`config.mk`:
```
export PLATFORM = sky130hd
export DESIGN_NAME = seg_scan_display
export DESIGN_NICKNAME = d
export VERILOG_FILES = /design/src/rtl/seg_scan_display.sv
export SDC_FILE = /design/constraint.sdc
export NUM_CORES = 1
export LEC_CHECK = 0
export ABC_AREA = 1
export BUFFER_PORTS_ARGS = -buffer_cell sky130_fd_sc_hd__buf_2
export CORE_ASPECT_RATIO = 1.75
export CORE_MARGIN = 8
export CORE_UTILIZATION = 35
export DETAILED_ROUTE_END_ITERATION = 6
export GPL_TIMING_DRIVEN = 0
export HOLD_SLACK_MARGIN = 0.1
export PLACE_DENSITY = 0.62
export SETUP_SLACK_MARGIN = 0.02
export SLEW_MARGIN = 0
export SYNTH_ARGS = -nofsm -noshare
export SYNTH_HDL_FRONTEND = slang
export SYNTH_SLANG_ARGS = --single-unit
```
`constraint.sdc`:
```
create_clock -name clk -period 7.2 [get_ports clk]
set_input_delay 0.36 -clock clk [delete_from_list [all_inputs] [get_ports clk]]
set_output_delay 0.36 -clock clk [all_outputs]
set_load 0.05 [all_outputs]
```
`src/rtl/seg_scan_display.sv`:
```
// seg_scan_display
//   Multiplexed seven-segment driver. A binary value accepted over a
//   valid/ready handshake is converted to BCD by a sequential shift-add-3
//   engine, committed to a display buffer, and scanned across DIGITS
//   common-anode digits with leading-zero blanking, decimal points and an
//   overflow dash pattern.
// Ports:
//   clk, rst_n   : clock, asynchronous active-low reset
//   in_valid     : in_data is presented for loading
//   in_data      : unsigned binary value [WIDTH-1:0]
//   in_ready     : converter idle; load accepted on in_valid && in_ready
//   blank_lz     : 1 = dark leading zeros (live)
//   dp_mask      : per-digit decimal point enable (live)
//   seg_sel      : active-low digit select, bit 0 = least significant digit
//   seg_data     : active-low segments {dp,g,f,e,d,c,b,a}
module seg_scan_display #(
    parameter int WIDTH    = 16,
    parameter int DIGITS   = 6,
    parameter int SCAN_DIV = 83886
) (
    input  logic              clk,
    input  logic              rst_n,
    input  logic              in_valid,
    input  logic [WIDTH-1:0]  in_data,
    output logic              in_ready,
    input  logic              blank_lz,
    input  logic [DIGITS-1:0] dp_mask,
    output logic [DIGITS-1:0] seg_sel,
    output logic [7:0]        seg_data
);

    // Nibbles needed for the full input range: ceil(WIDTH*0.302)+1.
    localparam int NB = (WIDTH * 302 + 999) / 1000 + 1;
    // Scratch is at least DIGITS nibbles wide so the commit copy never
    // reaches past it; the extra nibbles simply stay zero.
    localparam int SN = (NB > DIGITS) ? NB : DIGITS;
    localparam int IW = (DIGITS > 1) ? $clog2(DIGITS) : 1;
    localparam int CW = $clog2(SCAN_DIV);
    localparam int TW = $clog2(WIDTH);

    typedef enum logic [1:0] {IDLE, CONV, COMMIT} state_t;

    state_t              state;
    logic [TW-1:0]       iter;
    logic [WIDTH-1:0]    sh;
    logic [SN*4-1:0]     bcd;
    logic [DIGITS*4-1:0] disp_buf;
    logic                ovf;
    logic [CW-1:0]       cnt;
    logic [IW-1:0]       idx;

    logic                accept;
    logic [SN*4-1:0]     bcd_adj;
    logic [DIGITS*4-1:0] buf_next;
    logic                ovf_next;
    logic [IW-1:0]       msd;
    logic [3:0]          nib;
    logic                dp_bit;
    logic [6:0]          code;
    logic [DIGITS-1:0]   sel_next;
    logic [7:0]          data_next;

    assign accept = in_valid && in_ready;

    // One shift-add-3 step: adjust nibbles >= 5, then shift {bcd,sh} left.
    always_comb begin
        bcd_adj = bcd;
        for (int unsigned i = 0; i < SN; i++) begin
            if (bcd[i*4 +: 4] >= 4'd5)
                bcd_adj[i*4 +: 4] = bcd[i*4 +: 4] + 4'd3;
        end
    end

    always_comb begin
        buf_next = bcd[DIGITS*4-1:0];
        ovf_next = 1'b0;
        for (int unsigned i = DIGITS; i < SN; i++) begin
            if (bcd[i*4 +: 4] != 4'd0)
                ovf_next = 1'b1;
        end
    end

    always_ff @(posedge clk or negedge rst_n) begin
        if (!rst_n) begin
            state    <= IDLE;
            in_ready <= 1'b1;
            iter     <= '0;
            sh       <= '0;
            bcd      <= '0;
            disp_buf <= '0;
            ovf      <= 1'b0;
        end else begin
            case (state)
                IDLE: begin
                    if (accept) begin
                        sh       <= in_data;
                        bcd      <= '0;
                        iter     <= '0;
                        in_ready <= 1'b0;
                        state    <= CONV;
                    end
                end
                CONV: begin
                    bcd <= {bcd_adj[SN*4-2:0], sh[WIDTH-1]};
                    sh  <= {sh[WIDTH-2:0], 1'b0};
                    if (iter == TW'(WIDTH - 1))
                        state <= COMMIT;
                    else
                        iter <= iter + TW'(1);
                end
                COMMIT: begin
                    disp_buf <= buf_next;
                    ovf      <= ovf_next;
                    in_ready <= 1'b1;
                    state    <= IDLE;
                end
                default: begin
                    in_ready <= 1'b1;
                    state    <= IDLE;
                end
            endcase
        end
    end

    // Scan timing
    always_ff @(posedge clk or negedge rst_n) begin
        if (!rst_n) begin
            cnt <= '0;
            idx <= '0;
        end else if (cnt == CW'(SCAN_DIV - 1)) begin
            cnt <= '0;
            if (idx == IW'(DIGITS - 1))
                idx <= '0;
            else
                idx <= idx + IW'(1);
        end else begin
            cnt <= cnt + CW'(1);
        end
    end

    // Most significant nonzero buffer nibble (0 when the buffer is zero).
    always_comb begin
        msd = '0;
        for (int unsigned i = 0; i < DIGITS; i++) begin
            if (disp_buf[i*4 +: 4] != 4'd0)
                msd = IW'(i);
        end
    end

    always_comb begin
        nib      = 4'd0;
        dp_bit   = 1'b0;
        sel_next = '1;
        for (int unsigned i = 0; i < DIGITS; i++) begin
            if (IW'(i) == idx) begin
                nib         = disp_buf[i*4 +: 4];
                dp_bit      = dp_mask[i];
                sel_next[i] = 1'b0;
            end
        end
    end

    always_comb begin
        case (nib)
            4'd0:    code = 7'h40;
            4'd1:    code = 7'h79;
            4'd2:    code = 7'h24;
            4'd3:    code = 7'h30;
            4'd4:    code = 7'h19;
            4'd5:    code = 7'h12;
            4'd6:    code = 7'h02;
            4'd7:    code = 7'h78;
            4'd8:    code = 7'h00;
            4'd9:    code = 7'h10;
            default: code = 7'h7F;
        endcase
        if (ovf)
            data_next = {~dp_bit, 7'h3F};
        else if (blank_lz && (idx != '0) && (idx > msd))
            data_next = {~dp_bit, 7'h7F};
        else
            data_next = {~dp_bit, code};
    end

    always_ff @(posedge clk or negedge rst_n) begin
        if (!rst_n) begin
            seg_sel  <= '1;
            seg_data <= 8'hFF;
        end else begin
            seg_sel  <= sel_next;
            seg_data <= data_next;
        end
    end

endmodule

```
==> key figures <==
Route
  • ANT nets after route: 0
  • Post-DR vias/cell: 4.953
  • DR WL/cell: 13.24 um
  • Total number of vias: 4279
  • Routed WL: 11440 um
  • DRC errors left: 0
  • Pre-antenna DRT Iters: 4
  • 1st-iter DRT viols: 141

Yosys
  • Sequential fraction of the synthesis area: 49.99%
  • Asr flop ratio synth: 100.0%
  • Netlist cell types: 36
  • Synthesized cell area: 5294 um2
  • Mapped Cells: 623
  • Synth warn: 0
  • Number of synthesized register bits: 105
  • Avg Inst Size Synth: 8.497 um2
  • Most used DFF post-synth: dfrtp_1
  • Post-Syn Nets: 669
  • Number of flops mapped to enable cells by yosys: 0

Setup path
  • Worst EP arrival: 2990 ps
  • CP max stage cell: dfrtp_1
  • Required time of the worst setup path: 7500 ps
  • CP endpoint kind: register
  • Critical Path Source Type: register
  • Reg2Reg Setup Slack: 4500 ps
  • Most frequent CP cell: inv_1
  • Critical path cell sequence: inv_2 > buf_2 > ha_1 > clkinv_1 > or2_2 > nand3_1 > nand2_1 > nand2_2 > inv_1 > ha_1 > inv_1 > nor2_1 > inv_1 > nand3_1 > nand2_1
  • CP Max Fanout: 10
  • Kind of critical path: reg2reg
  • Crit path largest cell delay: 450 ps

Timing
  • Max Clock Freq: 0.3708 GHz
  • Final setup vio count: 0
  • Part of the cycle the worst path needs: 37.46%
  • PnR worst setup slack: 4503 ps
  • Final Max Tran Viols: 0
  • Least-Margin Pin Slew: 563.1 ps
  • Rel. slew slack: 62.46%
  • Hold slack final: 163.8 ps
  • Tmin final: 2697 ps
  • Clock skew: 9.176 ps
  • Setup Total Neg Slack: 0 ps
  • Unrepaired setup endpoints after global routing: false
  • Hold Fails Final Rpt: 0

Die
  • Die Y: 178.7 um
  • Die Area: 19470 um2
  • I/O pin cnt: 41
  • Initial Util: 35.68%
  • Rows: 59
  • Die X: 109.0 um
  • Core ar.: 14840 um2

Pwr
  • Peak supply drop: 0.1738 mV
  • Pwr dens: 376.1 nW/um2
  • P_leak: 2.921 nW

Clocking
  • Max Root-Sink Buffers: 2
  • CTS root buf: clkbuf_16
  • CTS resizes: 0
  • TritonCTS clock tree: yes
  • CTS H-tree depth: 3
  • Post-CTS Setup Inserts: 0
  • Clock transition at the registers of the reported paths: 80 ps
  • TritonCTS buffer count: 9
  • # clock sinks: 105
  • Worst skew pair latency: 350 ps

Final layout
  • Final Util: 40.83%
  • Layout cells sized above 1: 13.07%
  • Nets@finish: 722
  • Area delta synth->final: 14.44%
  • Antenna cells: 0

Place
  • Count of input and output buffers: 40
  • Worst slack, placed: 4510 ps
  • DPL Wire Length: 8527 um
  • GP Congestion: 0.8545

Global routing
  • Antenna violations before repair: 0
  • First-pass GRT wire length: 20060 um
  • Largest net degree at the start of global routing: 71
  • GRT Total Usage: 12.77%
  • Global route overflow: 0
  • Vias in the first global route: 4550

Run status
  • Status: completed

Min path
  • Min-Delay Path Class: in2reg

Flow run
  • Max_cap viols: 0
[registers in the layout, summed over array words and instances (netlist names)]
name and flops:
seg_data 8, seg_sel 6, cnt 17, state 2, bcd 24, disp_buf 24
idx 3, iter 4, in_ready 1, sh 16
[layer usage]
metal | routed length, um | track usage, %
met1 | 4711 | 13.46
met2 | 6027 | 23.34
met3 | 484 | 3.168
met4 | 220 | 5.106
met5 | 0 | 0
[worst paths after layout]
| path | to | depth (start not counted) | start |
|---|---|---|---|
| worst min register to register | cnt[2]$_DFF_PN0_ | 1 | cnt[2]$_DFF_PN0_ |
| max in group asynchronous | in_ready$_DFFE_PN1P_ | 3 | rst_n |
| min in group asynchronous | cnt[14]$_DFF_PN0_ | 2 | rst_n |
| worst min-delay path | seg_data[7]$_DFF_PN1_ | 2 | dp_mask[5] |
| worst max register to register | seg_data[3]$_DFF_PN1_ | 15 | idx[2]$_DFFE_PN0N_ |
| worst max-delay path | seg_data[3]$_DFF_PN1_ | 15 | idx[2]$_DFFE_PN0N_ |
[cell families after synthesis]
family	after synthesis	share of synthesized area (%)
xor+xnor	21	3.474
simple gates	258	20.89
fa+ha+maj	20	4.727
buf+inv	102	7.469
flops	105	49.99
compound gates	117	13.45
[where the power goes]
| part | internal, mW | total [mW] | switching [mW] |
|---|---|---|---|
| sequential | 0.795 | 0.904 | 0.109 |
| combinational | 0.305 | 0.888 | 0.583 |
| clock | 0.259 | 0.486 | 0.227 |
[repair_timing]
item                       4_1_cts  5_1_grt
hold buffers                     1        0
hold endpoints to repair        21        0
setup endpoints to repair        0        0
[placed cells by master (no fill, tap or decap), types with 2 or more instances in the layout]
cell type / Yosys / final
nand4_1: 13 / 13
nor3_4: 2 / 2
inv_2: 5 / 5
nand3_1: 24 / 24
ha_1: 20 / 20
a21oi_1: 7 / 7
nor2_2: 2 / 2
buf_4: 1 / 2
nand2_1: 128 / 128
o211ai_1: 15 / 15
nor4_1: 8 / 8
clkbuf_16: 0 / 10
o32ai_1: 11 / 11
clkbuf_1: 15 / 15
buf_2: 1 / 40
inv_6: 0 / 3
o22ai_1: 8 / 8
o21ai_0: 70 / 70
dfrtp_1: 90 / 90
clkinv_2: 0 / 2
xor2_1: 20 / 20
nand2_2: 2 / 2
nor2_1: 67 / 67
buf_1: 2 / 2
inv_1: 76 / 76
nor3_1: 9 / 9
dfstp_2: 15 / 15
[cell type report]
type                    count  area, um2
inverters                  82      307.8
fillers                  1537       8780
multi-input cells         416       2252
clock buffers              10      250.2
clock inverters             6      45.04
plain buffers              20      87.58
flip-flops and latches    105       2646
well taps                 183      229.0
repair buffers             42      240.2
[worst max-delay path: cells and delay by family, from the launching register on]
| kind | cells | cell delay, ps |
|---|---|---|
| fa+ha+maj | 2 | 550 |
| flops | 1 | 450 |
| simple gates | 7 | 790 |
| buf+inv | 6 | 850 |
[Yosys cell counts (7+ instances only)]
| master | n | area [um2] |
|---|---|---|
| nor2_1 | 67 | 251.5 |
| nand3_1 | 24 | 120.1 |
| nor4_1 | 8 | 50.05 |
| o32ai_1 | 11 | 96.34 |
| o211ai_1 | 15 | 112.6 |
| o21ai_0 | 70 | 350.3 |
| dfstp_2 | 15 | 394.1 |
| nor3_1 | 9 | 45.04 |
| dfrtp_1 | 90 | 2252 |
| a21oi_1 | 7 | 35.03 |
| nand4_1 | 13 | 81.33 |
| inv_1 | 76 | 285.3 |
| clkbuf_1 | 15 | 56.30 |
| ha_1 | 20 | 250.2 |
| nand2_1 | 128 | 480.5 |
| xor2_1 | 20 | 175.2 |
| o22ai_1 | 8 | 50.05 |
[stage by stage]
step	total power [mW]	cell area [um2]	instances
3_5_place_dp	1.811	5753	847
3_3_place_gp	1.788	5723	846
6_report	2.279	6058	864
2_1_floorplan	1.571	5294	623
4_1_cts	2.312	6058	864
5_1_grt	2.497	6058	864
(Power assumes the default switching activity.)
